[src/rtl/keypad_scan_display_pkg.sv]
// Shared types and tables for the 4x4 keypad scanner and 7-segment display.
package keypad_pkg;

  typedef enum logic [1:0] {ST_SCAN, ST_DEBOUNCE, ST_PRESS, ST_RELEASE} state_t;

  // Indexed by {row, col}; element 0 is listed last.
  localparam logic [15:0][3:0] KEY_MAP = {
    4'hD, 4'hF, 4'h0, 4'hE,
    4'hC, 4'h9, 4'h8, 4'h7,
    4'hB, 4'h6, 4'h5, 4'h4,
    4'hA, 4'h3, 4'h2, 4'h1
  };

  // {a,b,c,d,e,f,g} for hex digits F down to 0.
  localparam logic [15:0][6:0] SEG_PAT = {
    7'b1000111, 7'b1001111, 7'b0111101, 7'b1001110,
    7'b0011111, 7'b1110111, 7'b1111011, 7'b1111111,
    7'b1110000, 7'b1011111, 7'b1011011, 7'b0110011,
    7'b1111001, 7'b1101101, 7'b0110000, 7'b1111110
  };

  localparam logic [6:0] SEG_BLANK = 7'b0000000;

  function automatic logic one_low(input logic [3:0] c);
    return ($countones(~c) == 1);
  endfunction

  function automatic logic [1:0] low_idx(input logic [3:0] c);
    logic [1:0] idx;
    idx = 2'd0;
    if (!c[1]) idx = 2'd1;
    if (!c[2]) idx = 2'd2;
    if (!c[3]) idx = 2'd3;
    return idx;
  endfunction

endpackage

[src/rtl/keypad_scan_display_if.sv]
// Pin-level bundle between the keypad/display block and the board.
interface keypad_scan_display_if #(parameter int DIGITS = 4);
  logic [3:0]          col;
  logic [3:0]          row;
  logic [DIGITS-1:0]   en;
  logic [6:0]          seg;
  logic                key_valid;
  logic [3:0]          key_code;
  logic [4*DIGITS-1:0] value;

  modport master (input col, output row, en, seg, key_valid, key_code, value);
  modport slave  (output col, input row, en, seg, key_valid, key_code, value);
endinterface

[src/rtl/keypad_scan_display_hex_to_7seg.sv]
// Combinational nibble to {a..g} segment decoder.
import keypad_pkg::*;

module hex_to_7seg (
  input  logic [3:0] i_nib,
  output logic [6:0] o_seg
);
  assign o_seg = SEG_PAT[i_nib];
endmodule

[src/rtl/keypad_scan_display.sv]
// 4x4 keypad scanner with debounce, hex entry register and muxed 7-seg display.
// Optional `define KEYPAD_LEAD_BLANK_EN blanks leading zero digits.
import keypad_pkg::*;

module keypad_scan_display #(
  parameter int DIGITS       = 4,
  parameter int SCAN_DIV     = 1000,
  parameter int DEBOUNCE_CNT = 8,
  parameter int REFRESH_DIV  = 2000
) (
  input logic clk,
  input logic rst_n,
  keypad_scan_display_if.master bus
);
  localparam int SW = $clog2(SCAN_DIV);
  localparam int CW = $clog2(DEBOUNCE_CNT + 1);
  localparam int RW = (REFRESH_DIV > 1) ? $clog2(REFRESH_DIV) : 1;
  localparam int DW = (DIGITS > 1) ? $clog2(DIGITS) : 1;

  state_t              r_state;
  logic [SW-1:0]       r_scan_cnt;
  logic [CW-1:0]       r_cnt;
  logic [1:0]          r_row_idx;
  logic [3:0]          r_row;
  logic [3:0]          r_pat;
  logic                r_key_valid;
  logic [3:0]          r_key_code;
  logic [4*DIGITS-1:0] r_value;
  logic [RW-1:0]       r_ref_cnt;
  logic [DW-1:0]       r_dig;
  logic [DIGITS-1:0]   r_en;
  logic [6:0]          r_seg;

  logic                w_step_end;
  logic [3:0]          w_code;
  logic [4*DIGITS-1:0] w_next_value;
  logic [3:0]          w_nib;
  logic [6:0]          w_seg;
  logic                w_blank;

  assign w_step_end = (r_scan_cnt == SW'(SCAN_DIV - 1));
  assign w_code     = KEY_MAP[{r_row_idx, low_idx(r_pat)}];

  generate
    if (DIGITS == 1) begin : g_one
      assign w_next_value = w_code;
    end else begin : g_shift
      assign w_next_value = {r_value[4*DIGITS-5:0], w_code};
    end
  endgenerate

  // Row drive follows the row index one cycle later; columns are only
  // sampled at step end, long after the row has settled.
  always_ff @(posedge clk) begin
    if (!rst_n) begin
      r_state     <= ST_SCAN;
      r_scan_cnt  <= '0;
      r_cnt       <= '0;
      r_row_idx   <= 2'd0;
      r_row       <= 4'b1111;
      r_pat       <= 4'b1111;
      r_key_valid <= 1'b0;
      r_key_code  <= 4'h0;
      r_value     <= '0;
    end else begin
      r_key_valid <= 1'b0;
      r_scan_cnt  <= w_step_end ? '0 : r_scan_cnt + 1'b1;
      r_row       <= ~(4'b0001 << r_row_idx);
      case (r_state)
        ST_SCAN: if (w_step_end) begin
          if (one_low(bus.col)) begin
            r_pat   <= bus.col;
            r_cnt   <= CW'(1);
            r_state <= (DEBOUNCE_CNT == 1) ? ST_PRESS : ST_DEBOUNCE;
          end else begin
            r_row_idx <= r_row_idx + 2'd1;
          end
        end
        ST_DEBOUNCE: if (w_step_end) begin
          if (bus.col == r_pat) begin
            if (r_cnt == CW'(DEBOUNCE_CNT - 1)) r_state <= ST_PRESS;
            else                                r_cnt   <= r_cnt + 1'b1;
          end else begin
            r_state   <= ST_SCAN;
            r_row_idx <= r_row_idx + 2'd1;
          end
        end
        ST_PRESS: begin
          r_key_valid <= 1'b1;
          r_key_code  <= w_code;
          r_value     <= w_next_value;
          r_cnt       <= '0;
          r_state     <= ST_RELEASE;
        end
        ST_RELEASE: if (w_step_end) begin
          if (bus.col == 4'b1111) begin
            if (r_cnt == CW'(DEBOUNCE_CNT - 1)) begin
              r_cnt     <= '0;
              r_state   <= ST_SCAN;
              r_row_idx <= r_row_idx + 2'd1;
            end else begin
              r_cnt <= r_cnt + 1'b1;
            end
          end else begin
            r_cnt <= '0;
          end
        end
        default: r_state <= ST_SCAN;
      endcase
    end
  end

  assign w_nib = r_value[4*r_dig +: 4];

  hex_to_7seg u_hex (.i_nib(w_nib), .o_seg(w_seg));

`ifdef KEYPAD_LEAD_BLANK_EN
  logic [DW-1:0] w_msnz;
  always_comb begin
    w_msnz = '0;
    for (int i = 0; i < DIGITS; i++)
      if (r_value[4*i +: 4] != 4'h0) w_msnz = DW'(i);
  end
  assign w_blank = (r_dig > w_msnz);
`else
  assign w_blank = 1'b0;
`endif

  // Display refresh is free-running; en and seg come from the same index.
  always_ff @(posedge clk) begin
    if (!rst_n) begin
      r_ref_cnt <= '0;
      r_dig     <= '0;
      r_en      <= '1;
      r_seg     <= SEG_BLANK;
    end else begin
      r_en  <= ~(DIGITS'(1) << r_dig);
      r_seg <= w_blank ? SEG_BLANK : w_seg;
      if (r_ref_cnt == RW'(REFRESH_DIV - 1)) begin
        r_ref_cnt <= '0;
        r_dig     <= (r_dig == DW'(DIGITS - 1)) ? '0 : r_dig + 1'b1;
      end else begin
        r_ref_cnt <= r_ref_cnt + 1'b1;
      end
    end
  end

  assign bus.row       = r_row;
  assign bus.en        = r_en;
  assign bus.seg       = r_seg;
  assign bus.key_valid = r_key_valid;
  assign bus.key_code  = r_key_code;
  assign bus.value     = r_value;

endmodule

[src/flat_wrapper.sv]
// flat-port wrapper written by rule: the top's interface ports become plain ports
module keypad_scan_display_flat 
#(
  parameter int DIGITS       = 4,
  parameter int SCAN_DIV     = 1000,
  parameter int DEBOUNCE_CNT = 8,
  parameter int REFRESH_DIV  = 2000
)
  (clk, rst_n, bus_col, bus_row, bus_en, bus_seg, bus_key_valid, bus_key_code, bus_value);
  keypad_scan_display_if #(.DIGITS(DIGITS)) bus_i ();
  input logic clk;
  input logic rst_n;
  input wire logic [$bits(bus_i.col)-1:0] bus_col;
  output wire logic [$bits(bus_i.row)-1:0] bus_row;
  output wire logic [$bits(bus_i.en)-1:0] bus_en;
  output wire logic [$bits(bus_i.seg)-1:0] bus_seg;
  output wire logic [$bits(bus_i.key_valid)-1:0] bus_key_valid;
  output wire logic [$bits(bus_i.key_code)-1:0] bus_key_code;
  output wire logic [$bits(bus_i.value)-1:0] bus_value;
  assign bus_i.col = bus_col;
  assign bus_row = bus_i.row;
  assign bus_en = bus_i.en;
  assign bus_seg = bus_i.seg;
  assign bus_key_valid = bus_i.key_valid;
  assign bus_key_code = bus_i.key_code;
  assign bus_value = bus_i.value;
  keypad_scan_display #(.DIGITS(DIGITS), .SCAN_DIV(SCAN_DIV), .DEBOUNCE_CNT(DEBOUNCE_CNT), .REFRESH_DIV(REFRESH_DIV)) u_core (.clk(clk), .rst_n(rst_n), .bus(bus_i));
endmodule
[config.mk]
export PLATFORM = sky130hd
export DESIGN_NAME = keypad_scan_display_flat
export DESIGN_NICKNAME = d
export VERILOG_FILES = /design/src/rtl/keypad_scan_display_pkg.sv /design/src/rtl/keypad_scan_display_if.sv /design/src/rtl/keypad_scan_display_hex_to_7seg.sv /design/src/rtl/keypad_scan_display.sv /design/src/flat_wrapper.sv
export SDC_FILE = /design/constraint.sdc
export NUM_CORES = 1
export LEC_CHECK = 0
export CAP_MARGIN = 0
export CELL_PAD_IN_SITES_DETAIL_PLACEMENT = 1
export CELL_PAD_IN_SITES_GLOBAL_PLACEMENT = 1
export CORE_MARGIN = 4
export CORE_UTILIZATION = 47
export CTS_BUF_LIST = sky130_fd_sc_hd__clkbuf_2
export DETAILED_ROUTE_END_ITERATION = 8
export PLACE_DENSITY = 0.9
export REMOVE_ABC_BUFFERS = 1
export SYNTH_ARGS = -nofsm -noshare
export SYNTH_HDL_FRONTEND = slang
export SYNTH_SLANG_ARGS = --single-unit
[constraint.sdc]
create_clock -name clk -period 4.82 [get_ports clk]
set_input_delay 0.482 -clock clk [delete_from_list [all_inputs] [get_ports clk]]
set_output_delay 0.482 -clock clk [all_outputs]
set_load 0.02 [all_outputs]
=== Word level (Yosys, flattened, before mapping) ===
Memory sizes are Yosys's and may differ from the RTL's. A register that Yosys moved wholly into a read port is not among the register bits.
Cells that the tools add are included.
W data, S select, Z words.

* Output and inout port bits: 36
* Register bits after elaboration: 64
* Memories kept: 2
* ROM bits: 176
* Input port bits: 6

* Magnitude comparators: 1
* Multiplexer cells: 32
* Bitwise logic cells: 4
* $add $sub $neg: 8
* Eq/ne operators: 21
* Reductions and logical operators: 9
* Shift operators: 3

{| class="wikitable"
|+ Memory list
! name !! words !! bits a word !! rd ports !! clocked after Yosys merged registers in !! write ports !! line !! RTL
|-
| (name not given) || 16 || 7 || 1 || 1 || 0 || keypad_scan_display_hex_to_7seg.sv:8 || <nowiki>assign o_seg = SEG_PAT[i_nib];</nowiki>
|-
| (name not given) || 16 || 4 || 1 || 0 || 0 || keypad_scan_display.sv:42 || <nowiki>assign w_code = KEY_MAP[{r_row_idx, low_idx(r_pat)}];</nowiki>
|}

{| class="wikitable"
|+ Operator list
! operator !! number
|-
| $mux W2 || 18
|-
| $mux W4 || 9
|-
| $add A32 B32 Y32 || 1
|-
| $eq A32 B2 Y1 const B || 1
|-
| $pmux W4 S4 || 1
|-
| $shiftx A16 B5 Y4 || 1
|-
| $ne A2 B1 Y1 const B || 7
|-
| $not A4 Y4 || 3
|-
| $add A11 B1 Y11 const B || 1
|-
| $eq A11 B11 Y1 const B || 1
|-
| $add A10 B1 Y10 const B || 1
|-
| $eq A10 B10 Y1 const B || 1
|-
| $pmux W2 S4 || 1
|-
| $reduce_and A8 Y1 || 1
|-
| $shl A1 B2 Y4 const A || 2
|-
| $reduce_and A7 Y1 || 1
|-
| $eq A2 B2 Y1 const B || 3
|-
| $ne A2 B2 Y1 const B || 3
|-
| $pmux W2 S3 || 1
|-
| $reduce_and A6 Y1 || 1
|-
| $lt A4 B5 Y1 const B || 1
|-
| $add A1 B1 Y2 || 2
|-
| $add A2 B1 Y2 const B || 2
|-
| $add A4 B1 Y4 const B || 1
|-
| other kinds (12) || 14
|}

=== Depth between registers and ports, before layout ===
* Depth in word-level cells: 7
* Mapped depth: 9
* Mapped depth without buffers: 9

=== By module ===
A second synthesis with hierarchy kept.

* Cell total of the unflattened synthesis: 360
* Area, all modules: 3495.9 µm²

{| class="wikitable"
|+ Modules (own cells, without submodules)
! module !! instances !! cells each !! area each (µm²)
|-
| keypad_scan_display || 1 || 327 || 3208.1
|-
| hex_to_7seg || 1 || 33 || 287.8
|}

=== Least setup slack after synthesis ===
Ideal clock, no wire load.

* Path type: input to register
* Start point: input bus_col[0]
* End point: register u_core.r_row_idx[0]
* Slack: 1.971 ns
* Library setup time: 0.072 ns
* Arrival: 2.778 ns
* Stages on the path: 9
* Buffers on the path: 0
* Cells stage by stage: inv_1 -> ha_1 -> ha_1 -> fa_1 -> or3b_2 -> nor2_1 -> nor3_1 -> o31ai_1 -> mux2i_1

* Longest elaborated chain between the ends: 6
* Elaborated cells between the ends (all ways): 10
* Those cells by class: add/sub (2); eq/ne (6); bitwise (1); reduce/logical (1)

{| class="wikitable"
|+ RTL lines
! item !! line !! RTL
|-
| start, declared || flat_wrapper.sv:13 || <nowiki>input wire logic [$bits(bus_i.col)-1:0] bus_col;</nowiki>
|-
| $not A4 Y4 || keypad_scan_display_pkg.sv:25 || <nowiki>return ($countones(~c) == 1);</nowiki>
|-
| $add A1 B1 Y2 (implied by the code) || keypad_scan_display_pkg.sv:25 ||
|-
| $add A32 B32 Y32 (implied by the code) || keypad_scan_display_pkg.sv:25 ||
|-
| $eq A32 B2 Y1 || keypad_scan_display_pkg.sv:25 ||
|-
| $ne A2 B2 Y1 (no line) || n/a ||
|-
| $reduce_and A8 Y1 (no line) * || n/a ||
|-
| end signal, assigned || keypad_scan_display.sv:76 || <nowiki>r_row_idx <= r_row_idx + 2'd1;</nowiki>
|-
| end signal, assigned || keypad_scan_display.sv:85 || <nowiki>r_row_idx <= r_row_idx + 2'd1;</nowiki>
|-
| end signal, assigned || keypad_scan_display.sv:100 || <nowiki>r_row_idx <= r_row_idx + 2'd1;</nowiki>
|-
| end, declared || keypad_scan_display.sv:23 || <nowiki>logic [1:0] r_row_idx;</nowiki>
|}

Every way passes the cells marked *; elsewhere a longest branch is shown, timed or not.
A chain may end at the register's enable or synchronous reset.

=== Worst setup path after layout ===
Ends and elaborated chain as after synthesis.

==> results.json <==
{
  "crit_top_cell": "ha_1",
  "synth_top_flop_cell": "dfxtp_1",
  "cts_resized": 0,
  "whs_ns": 0.463,
  "vias": 2677,
  "num_io_pins": 42,
  "rsz0062_at_grt": "no",
  "cts_max_level": 3,
  "root_buffer": "clkbuf_2",
  "grt_pass1_vias": 2780,
  "min_path_type": "reg -> reg",
  "crit_arrival_ns": 3.61,
  "hold_viol_final": 0,
  "cts_sinks": 67,
  "die_w_um": 91.7,
  "dr_wl_met3_um": 305,
  "grt_first_pass_wirelength_mm": 13.1,
  "avgRoutedWirePerCell_um": 15.6,
  "path_clk_slew_ns": 0.19,
  "gp_congestion": 0.785,
  "crit_path_end_kind": "register",
  "highest_layer": "met4",
  "diodes": 0,
  "die_y_um": 91.7,
  "io_buffers": 41,
  "leakage_nw": 1.53,
  "cp_max_fo": 5,
  "synth.distinct_cells": 52,
  "setup_viol": 0,
  "syn_inst": 360,
  "initial_core_util_pct": 48.4,
  "max_cap_viol_count": 0,
  "grtUsageTotal_pct": 19.2,
  "cts_tree": "done",
  "dr.first_iter.drc_count": 83,
  "path_class": "in -> reg",
  "tightest_slew_ns": 0.943,
  "async_flop_share_pct": 0,
  "cp_slowest_cell": "clkdlybuf4s50_1",
  "final_cells": 495,
  "coreArea_sq_um": 6790,
  "period_needed_ns": 3.18,
  "syn_area_per_cell_sq_um": 9.14,
  "critPathLaunchType": "input pin",
  "outcome": "complete, no violations",
  "vias_per_cell": 5.41,
  "die-area_sq_um": 8400,
  "drive_gt1_share_pct": 10.5,
  "cp_slowest_stage_delay_ns": 0.52,
  "grt_max_degree": 30,
  "synth-seq-area-share_pct": 40.8,
  "rows": 30,
  "drc_errors": 0,
  "nets": 427,
  "crit_chain": "clkdlybuf4s50_1 -> inv_1 -> ha_1 -> ha_1 -> fa_1 -> or3b_2 -> nor2_1 -> nor3_1 -> o31ai_1 -> mux2i_1",
  "ys_warn_count": 0,
  "netlist_area_sq_um": 3290,
  "seq_area_sq_um": 1340,
  "place_inst": 479,
  "postLayoutCellArea_sq_um": 3810,
  "drv_slew": 0,
  "routed_wl_mm": 7.71,
  "relSlewSlack_pct": 36.5,
  "synth_edf_count": 0,
  "final.setup.tns_ns": 0,
  "period_share_pct": 65.9,
  "ant_nets": 0,
  "fill_cells": 811,
  "fmax_mhz": 315,
  "hpwlAfterDp_mm": 5.73,
  "multiInputGateArea_sq_um": 1770,
  "synth.ff_latch_count": 67,
  "grt_overflow": 0,
  "cts_buffers": 9,
  "pwr_density_cell_nw_per_um2": 233,
  "route.met2.wl_mm": 3.90,
  "cts_hold_buf": 0,
  "place_area_sq_um": 3720,
  "worstSkewPairLatency_ns": 0.50,
  "drt-met1-wl_mm": 3.37,
  "first_pass_iters": 4,
  "clockBufferDepth": 2,
  "area_delta_synth_final_pct": 15.7,
  "post_cts_buffers": 0,
  "grt_antenna_before_repair": 0,
  "ir_drop_mv": 0.118,
  "fin_skew_ns": 0.0425,
  "critPathRequiredTime_ns": 5.25
}
-- metal layers --
metal	vias to the layer above	GRT usage [%]
met2	49	34.3
met5	-	0
li1	1307	-
met1	1306	22.4
met3	15	5.17
met4	0	6.03
-- cell usage after synthesis, types with 2 or more instances --
cell type  instances  share of area, %
nor4_1             2              0.38
xnor2_1            9               2.4
nor3b_1            3              0.68
a311oi_1           3              0.80
nor2_1            37               4.2
dfxtp_1           67                41
and3_1            11               2.1
a21oi_1           22               3.3
a221oi_1           3              0.80
o21ai_0            7               1.1
inv_1             18               2.1
o211ai_1           4              0.91
nand3_1           10               1.5
mux2i_1            3              0.91
ha_1              26               9.9
nand2_1           48               5.5
and3_2             2              0.46
nor3_1             6              0.91
o22ai_1            2              0.38
nand2b_1           3              0.57
nand2_2            4              0.76
o31ai_1            2              0.46
buf_6              2              0.68
nor2b_1            2              0.38
o211ai_2           4               1.5
buf_4              5               1.1
or4_4              2              0.68
mux4_2             6               4.1
a21o_1             3              0.68
buf_2              2              0.30
or2_2              2              0.38
xor2_1            10               2.7
clkbuf_1          11               1.3
-- cell families after synthesis --
logic type / Yosys count / synth area share, %
adders and majority gates: 27 / 10.5
buffers and inverters: 38 / 5.44
muxes: 10 / 5.36
AOI/OAI and AO/OA: 59 / 12.4
and+or+nand+nor: 140 / 20.5
DFF: 67 / 40.8
xor gates and xnor gates: 19 / 5.06
-- layout make-up --
class                   instances  area share, %
well taps                      96           3.15
multi-input cells             255           46.5
inverters                      18           1.77
clock inverters                 6          0.854
flip-flops and latches         67           35.2
clock buffers                  10           1.31
repair buffers                 43           11.2
-- metrics by stage --
| step | power [W] | setup WS, ns | utilization (%) |
|---|---|---|---|
| global route | 0.000931 | 1.52 | 56.0 |
| detailed placement | 0.000634 | 1.17 | 54.8 |
| CTS | 0.000898 | 1.70 | 56.0 |
| finish | 0.000887 | 1.64 | 56.0 |
| floorplan | 0.000608 | 1.97 | - |
| global placement | 0.000631 | 1.30 | 54.8 |
-- cells in the final DEF, fill, tap and decap left out, types with 3 or more instances in the layout --
cell             instances
dfxtp_1                 67
nand2_1                 48
clkdlybuf4s50_1         41
nor2_1                  37
ha_1                    26
a21oi_1                 22
inv_1                   18
and3_1                  11
xor2_1                  10
nand3_1                 10
clkbuf_2                10
xnor2_1                  9
o21ai_0                  7
mux4_2                   6
nor3_1                   6
o211ai_1                 4
nand2_2                  4
o211ai_2                 4
clkinv_2                 4
nor3b_1                  3
a21o_1                   3
nand2b_1                 3
a221oi_1                 3
mux2i_1                  3
a311oi_1                 3
-- sequential cells by signal, indices dropped and copies added (netlist names), 4 cells and up, named ones only --
signal	cells
u_core.bus.seg	7
u_core.r_scan_cnt	10
u_core.bus.en	4
u_core.r_pat	4
u_core.r_cnt	4
u_core.bus.row	4
u_core.r_ref_cnt	11
u_core.bus.value	16
-- power breakdown --
group          switching (W)  leakage, nW  internal (W)  total (W)
clock               0.000199       0.0629     0.0000659   0.000264
sequential        0.00000376        0.544      0.000562   0.000566
combinational      0.0000331        0.927     0.0000234  0.0000565
-- final timing paths --
| kind | start | end | slack (ns) | depth (start not counted) |
|---|---|---|---|---|
| hold reg to reg | u_core.r_ref_cnt[0] | u_core.r_ref_cnt[0] | 0.46 | 1 |
| hold / removal | u_core.r_ref_cnt[0] | u_core.r_ref_cnt[0] | 0.46 | 1 |
| setup reg to reg | u_core.r_pat[3] | u_core.r_cnt[0] | 2.50 | 5 |
| setup / recovery | bus_col[0] | u_core.r_row_idx[0] | 1.64 | 10 |
-- worst max-delay path: cells and delay by family --
kind	cells	cell delay, ns
adder cells (fa/ha/maj)	3	0.93
multiplexers	1	0.24
AO/OA/AOI/OAI	1	0.44
buffers and inverters	2	0.61
AND/OR/NAND/NOR	3	0.90
(Power assumes the default switching activity.)
